`config.mk`:
```
export PLATFORM = sky130hd
export DESIGN_NAME = pwm_sample_feeder
export DESIGN_NICKNAME = d
export VERILOG_FILES = /design/src/rtl/pwm_sample_feeder.sv
export SDC_FILE = /design/constraint.sdc
export NUM_CORES = 1
export LEC_CHECK = 0
export BUFFER_PORTS_ARGS = -buffer_cell sky130_fd_sc_hd__buf_2
export CAP_MARGIN = 20
export CORE_MARGIN = 8
export CORE_UTILIZATION = 45
export DETAILED_ROUTE_END_ITERATION = 7
export GPL_TIMING_DRIVEN = 0
export MAX_ROUTING_LAYER = met4
export PLACE_DENSITY = 0.74
export SYNTH_ARGS = -nofsm -noshare
export SYNTH_HDL_FRONTEND = slang
export SYNTH_SLANG_ARGS = --single-unit
```
`constraint.sdc`:
```
create_clock -name clk -period 3.2 [get_ports clk]
set_input_delay 0 -clock clk [delete_from_list [all_inputs] [get_ports clk]]
set_output_delay 0 -clock clk [all_outputs]
set_load 0.03 [all_outputs]
```
`src/rtl/pwm_sample_feeder.sv`:
```
// Sample feeder for the 8-bit PWM DAC: buffers producer samples in a FIFO and
// updates digital_value only on PWM period boundaries, once per sample interval.
//
// state | meaning
// IDLE  | disabled; FIFO flushed, counters and digital_value held at 0
// PRIME | accepting samples until PRIME_LEVEL entries are buffered
// RUN   | playback; head popped into digital_value on each sample_tick
module pwm_sample_feeder #(
  parameter int DEPTH          = 16,
  parameter int PRIME_LEVEL    = 4,
  parameter int SAMPLE_PERIODS = 1
) (
  input  logic                   clk,
  input  logic                   rst_n,
  input  logic                   enable,
  input  logic [7:0]             s_data,
  input  logic                   s_valid,
  output logic                   s_ready,
  output logic [7:0]             digital_value,
  output logic                   sample_tick,
  output logic [$clog2(DEPTH):0] fifo_level,
  output logic                   underrun,
  input  logic                   underrun_clr
);

  localparam int PW  = $clog2(DEPTH);
  localparam int LW  = PW + 1;
  localparam int PCW = (SAMPLE_PERIODS > 1) ? $clog2(SAMPLE_PERIODS) : 1;
  localparam logic [PCW-1:0] LAST_PERIOD = PCW'(SAMPLE_PERIODS - 1);

  typedef enum logic [1:0] {IDLE, PRIME, RUN} state_t;

  state_t          state, state_nx;
  logic [7:0]      mem [DEPTH];
  logic [PW-1:0]   wr_ptr, rd_ptr;
  logic [7:0]      phase;
  logic [PCW-1:0]  period;
  logic            push, pop, flush, fifo_empty;
  logic [LW-1:0]   level_nx;

  always_comb begin
    state_nx    = state;
    pop         = 1'b0;
    fifo_empty  = (fifo_level == '0);
    sample_tick = (state == RUN) && (phase == 8'hFF) && (period == LAST_PERIOD);
    case (state)
      IDLE:  if (enable) state_nx = PRIME;
      PRIME: if (fifo_level >= LW'(PRIME_LEVEL)) begin
               state_nx = RUN;
               pop      = 1'b1;
             end
      RUN:   if (sample_tick && !fifo_empty) pop = 1'b1;
      default: state_nx = IDLE;
    endcase
    // Disable wins everywhere: flush on the next edge and refuse the pending word.
    if (!enable) begin
      state_nx = IDLE;
      pop      = 1'b0;
    end
    flush    = !enable || (state == IDLE);
    push     = s_valid && s_ready && enable;
    level_nx = flush ? '0 : fifo_level + LW'(push) - LW'(pop);
  end

  always_ff @(posedge clk) begin
    if (push && !flush) mem[wr_ptr] <= s_data;
  end

  always_ff @(posedge clk or negedge rst_n) begin
    if (!rst_n) begin
      state         <= IDLE;
      fifo_level    <= '0;
      s_ready       <= 1'b0;
      wr_ptr        <= '0;
      rd_ptr        <= '0;
      digital_value <= 8'h00;
      phase         <= 8'h00;
      period        <= '0;
      underrun      <= 1'b0;
    end else begin
      state      <= state_nx;
      fifo_level <= level_nx;
      // Registered from next-state values so it never depends on s_valid.
      s_ready    <= (state_nx != IDLE) && (level_nx < LW'(DEPTH));
      if (flush) begin
        wr_ptr        <= '0;
        rd_ptr        <= '0;
        digital_value <= 8'h00;
        phase         <= 8'h00;
        period        <= '0;
      end else begin
        if (push) wr_ptr <= wr_ptr + PW'(1);
        if (pop) begin
          digital_value <= mem[rd_ptr];
          rd_ptr        <= rd_ptr + PW'(1);
        end
        if (state == RUN) begin
          phase <= phase + 8'd1;
          if (phase == 8'hFF)
            period <= (period == LAST_PERIOD) ? '0 : period + PCW'(1);
        end
      end
      if (sample_tick && fifo_empty) underrun <= 1'b1;
      else if (underrun_clr)         underrun <= 1'b0;
    end
  end

endmodule
```
==> out/metrics.cfg, run 1 <==
[worst_setup_path]
worstSetupPathType=reg -> reg
crit_required_ns=3.51
crit_arrival_ns=3.43
reg2reg_depth=14
crit_path_start_kind=register
worstSetupEndpointType=register
worst-path-max-fanout=3

[layout]
drive_gt1_frac=0.247
mostFrequentLayoutCells=edfxtp_1, buf_2, dfrtp_1, mux4_2, nor2_1
nFillCells=1184
final_common_cell=edfxtp_1
nets=492
antenna-diode-count=0
synthToLayoutAreaGrowth_pct=17.5
seqCellArea_um2=4670
multiInputGateArea_um2=1970

[sta]
fmax_ghz=0.320
skew_ns=0.00793
setup_viol=0
fin_crit_sh=0.978
finalCriticalPeriod_ns=3.13
slew_headroom=0.429
rsz0062_at_grt=true
slew_violations=0
hold_ws_ns=0.0484
finalHoldViolCount=0
worst_pin_slew_ns=0.853

[global_routing]
grt_max_degree=34
grt_pass1_vias=3927
grt_overflow=0
grt_pass1_wl_mm=22.1
antenna_found_initial=0
grt_usage=0.157

[placed_design]
gp_congestion=0.806
io_buffers=28
hpwlAfterDp_mm=9.06

[route]
vias=3657
wirelength_mm=14.1
antenna_left=0
wl_met2_mm=7.53
vias_per_cell=5.53
met3_length_um=688
top_layer=met4
route.detailed.drc=0
drt_iter0_drc=264
drt_pass1_iterations=4
wl_per_cell_um=21.3
drt-met1-wl_mm=5.53

[run]
drv_cap=0

[clock_network]
ctsHtreeMaxLevel=4
cts_made_buffers=17
cts_tree=yes
cts.sinks=161
cts_root_buf=clkbuf_16
path_clk_slew_ns=0.06
clk_latency_ns=0.43
clock_path_buffers=2

[floorplan]
die_h_um=139
ioPinCount=29
std_cell_rows=45
die_w_um=139
dieArea_um2=19200
initial_core_util=0.452
core_area_um2=15000

[logic_synthesis]
synth.distinct_cells=48
synthTopCellsByArea=edfxtp_1, dfrtp_1, mux4_2, ha_1, mux4_1
syn-num-nets=423
synth-edff-count=128
yosysWarnings=0
synth_top_cell_by_area=edfxtp_1
avgSynthCellArea_um2=17.3
synthDominantCellAreaShare=0.567
synth-seq-area-share=0.689
ys_seq_elements=161
synthArstFlopShare=0.205
syn_area_um2=6770
synthCells=392
synthFlopType=edfxtp_1

[hold_path]
holdPathStages=4
hold_path.class=in -> reg

[pwr]
pwr_density_cell_nw_per_um2=551
vdd_drop_max_mv=0.391
power_mw=4.39
p_leak_nw=2.83

[run_status]
status=finished clean

## metrics by stage
step	setup TNS (ns)	worst slack, ns	instance area [um^2]	std cells	util
finish	0	0.0719	7960	661	0.532
global route	-0.0336	-0.0336	7960	661	0.532
CTS	0	0.0134	7880	655	0.526
detailed placement	-0.197	-0.138	7180	612	0.479
global placement	-0.0939	-0.0868	7150	608	0.478
floorplan	0	0.0387	6780	392	-
## metal layers
metal / vias up / global-route usage
met5: - / -
met4: 0 / 0.0734
met3: 22 / 0.0282
met2: 92 / 0.259
met1: 1874 / 0.184
li1: 1669 / -
## power by group
group          total, mW  internal, mW  switching [mW]
Combinational      0.118        0.0370          0.0809
Clock               2.00          1.16           0.839
Sequential          2.27          2.27         0.00415
## layout make-up
type / instances / area share
clock buffer: 17 / 0.0534
timing repair buffer: 50 / 0.0412
inverter: 18 / 0.00849
tap: 188 / 0.0295
buffer: 17 / 0.0137
sequential: 161 / 0.587
multi-input combinational: 196 / 0.248
clock inverter: 14 / 0.0193
## timing repair
| item | in CTS | in global routing |
|---|---|---|
| pin swaps | 2 | 5 |
| hold buffers | 11 | 0 |
| gates resized for setup | 2 | 8 |
| hold endpoints to repair | 166 | 0 |
| endpoints found under the setup margin | 2 | 2 |
| buffers inserted | 1 | 6 |
## synth_stat cells, drive strengths merged (4+ instances only)
cell	n
clkbuf	8
nand4	7
edfxtp	128
and2	12
nor2	22
a21oi	8
inv	18
a22oi	16
xnor2	5
buf	9
ha	17
nand2	18
nor3	4
mux4	32
xor2	7
dfrtp	33
a32o	8
nand2b	4
## final timing paths
check                                  from          endpoint  slack (ns)
max                           fifo_level[2]           s_ready        0.07
min                                 s_valid         wr_ptr[0]        0.05
max reg2reg                   fifo_level[2]           s_ready        0.07
min reg2reg                digital_value[2]  digital_value[2]        0.52
max in group asynchronous             rst_n     fifo_level[2]        2.48
min in group asynchronous             rst_n     fifo_level[3]        0.19
## registers in the layout, summed over array words and instances (netlist names)
signal and count:
mem 128, rd_ptr 4, state 2, fifo_level 5, digital_value 8, underrun 1, phase 8, s_ready 1
wr_ptr 4
## cell families (layout without fill, tap and decap cells)
group	count (synthesis)	in the layout	share of synthesized area
simple gates	85	85	0.0670
mux	35	35	0.115
compound gates	46	46	0.0530
xor+xnor	12	12	0.0155
buf+inv	35	116	0.0260
flops	161	161	0.689
fa+ha+maj	18	18	0.0344
## critical path: stages (launching register included)
cell and delay (ns):
dfrtp_2 0.42, inv_2 0.08, ha_4 0.13, or4b_4 0.48, and3_4 0.21, o21ai_4 0.15
inv_2 0.07, ha_4 0.26, inv_2 0.04, ha_4 0.15, fa_2 0.37, a21oi_2 0.15
o21bai_1 0.10, xor2_1 0.19, o22a_1 0.22
No activity file was read; power rests on OpenSTA's default activity.
==> inputs of run 2 (changes only) <==
--- a/config.mk
+++ b/config.mk
@@ -12,7 +12,7 @@
 export DETAILED_ROUTE_END_ITERATION = 7
 export GPL_TIMING_DRIVEN = 0
 export MAX_ROUTING_LAYER = met4
-export PLACE_DENSITY = 0.74
+export PLACE_DENSITY = 0.71
 export SYNTH_ARGS = -nofsm -noshare
 export SYNTH_HDL_FRONTEND = slang
 export SYNTH_SLANG_ARGS = --single-unit
==> constraint.sdc (replaced) <==
create_clock -name clk -period 3.8 [get_ports clk]
set_input_delay 0 -clock clk [delete_from_list [all_inputs] [get_ports clk]]
set_output_delay 0 -clock clk [all_outputs]
set_load 0.03 [all_outputs]
==> out/metrics.cfg, run 2 (same netlist as run 1, synthesis figures left out) <==
[run_status]
status=finished clean

[layout]
final_common_cell=edfxtp_1
synthToLayoutAreaGrowth_pct=15.5
fin_area_um2=7820
regMostFlops=mem
mostFrequentLayoutCells=edfxtp_1, dfrtp_1, buf_2, mux4_2, nor2_1
nFillCells=1178
instances_no_fill=654
drive_gt1_frac=0.208
antenna-diode-count=0
largestRegisters=mem: 128 flops, digital_value: 8 flops, phase: 8 flops
largest_reg_flops=128
nets=484
fin_util=0.522

[floorplan]
core_area_um2=15000
ioPinCount=29
initial_core_util=0.452
die_h_um=139
dieArea_um2=19200
die_w_um=139
std_cell_rows=45

[sta]
worst_pin_slew_ns=0.875
slew_violations=0
fin_crit_sh=0.874
slew_headroom=0.412
setup_viol=0
finalCriticalPeriod_ns=3.32
rsz0062_at_grt=false
fmax_ghz=0.301
tns_ns=0
finalHoldViolCount=0
skew_ns=0.0101

[clock_network]
cts_made_buffers=17
clk_latency_ns=0.42
cts_tree=yes
cts.sinks=161
clock_path_buffers=2
cts_setup_buffers=0
path_clk_slew_ns=0.06
post_cts_resized=0
ctsHtreeMaxLevel=4
cts_root_buf=clkbuf_16

[route]
drt_pass1_iterations=4
wl_per_cell_um=20.3
antenna_left=0
vias_per_cell=5.49
route.detailed.drc=0
drt_iter0_drc=274
vias=3588
wirelength_mm=13.3

[pwr]
p_switching_mw=0.739
internal_power_mw=2.84
pwr_density_cell_nw_per_um2=457
clock_power_share=0.438
p_leak_nw=2.78
seqPwrFrac=0.535
vdd_drop_max_mv=0.344
power_frac_comb=0.026
switching_share=0.207

[global_routing]
grt_pass1_vias=3889
grt_usage=0.151
antenna_found_initial=0
grt_pass1_wl_mm=21.2
grt_overflow=0
grt_max_degree=34

[placed_design]
gp_congestion=0.771
dpl.cell_count=612
hpwlAfterDp_mm=9.00
io_buffers=28
postPlaceCellArea_um2=7180

[worst_setup_path]
crit_required_ns=4.11
crit_path_start_kind=register
worstSetupEndpointType=register
worstSetupPathType=reg -> reg
crit_arrival_ns=3.63
r2r_slack_ns=0.48
worst-path-max-fanout=9

[hold_path]
hold_path.class=in -> reg

[run]
drv_cap=0

[run 2: changes by cell type in the layout (fill, tap and decap cells not counted), sizes merged]
| cell | change |
|---|---|
| clkbuf | +2 |
| buf | -7 |
| dlygate4sd3 | -1 |
| clkinv | +4 |
| inv | -4 |
| bufinv | -1 |
[run 2: worst paths after layout]
kind | start | to | depth (start not counted)
hold / removal | s_data[1] | mem[1][1] | 1
min in group asynchronous | rst_n | fifo_level[3] | 2
hold reg to reg | digital_value[2] | digital_value[2] | 1
setup reg to reg | fifo_level[2] | s_ready | 14
max in group asynchronous | rst_n | phase[3] | 2
setup / recovery | fifo_level[2] | s_ready | 14
[run 2: final cells by class]
type | instances | area (um^2) | share of cell area
flip-flops and latches | 161 | 4670 | 0.597
multi-input cells | 196 | 1930 | 0.246
clock buffers | 19 | 433 | 0.0553
repair buffers | 42 | 268 | 0.0342
well taps | 188 | 235 | 0.0301
clock inverters | 13 | 113 | 0.0144
plain buffers | 17 | 109 | 0.0139
inverters | 18 | 67.6 | 0.00864
[run 2: metal layers]
metal / global-route usage / vias to the layer above / wire [um]
met4: 0.0670 / 0 / 186
met5: - / - / 0
met2: 0.239 / 76 / 6840
li1: - / 1662 / -
met1: 0.181 / 1842 / 5520
met3: 0.0372 / 8 / 729
[run 2: worst max-delay path: stages, from the launching register on]
cell      delay (ns)
dfrtp_1         0.41
inv_1           0.09
ha_1            0.15
or4b_4          0.49
and3_4          0.22
o21ai_4         0.26
inv_2           0.05
ha_1            0.27
inv_1           0.04
ha_1            0.20
fa_1            0.40
a21oi_1         0.17
o21bai_1        0.09
xor2_1          0.17
o22a_1          0.21
[run 2: per-stage QoR]
stage / power [mW] / worst slack (ns) / hold WS (ns)
after floorplan: 1.99 / 0.598 / -0.296
after detailed placement: 2.04 / 0.522 / 0.117
after global placement: 2.03 / 0.506 / 0.0985
final: 3.58 / 0.477 / 0.00755
after CTS: 3.60 / 0.474 / 0.00595
after global routing: 3.69 / 0.259 / 0.00857
[run 2: what timing repair did]
item,in CTS,in global routing
endpoints found under the setup margin,0,0
hold buffers,10,0
endpoints found under the hold margin,146,0
[run 2: power by group through the flow]
stage / registers, mW / logic (mW) / clock network (mW)
floorplan: 1.95 / 0.0341 / 0
global placement: 1.95 / 0.0840 / 0
detailed placement: 1.95 / 0.0875 / 0
CTS: 1.91 / 0.0961 / 1.59
global route: 1.91 / 0.106 / 1.67
finish: 1.91 / 0.0944 / 1.57
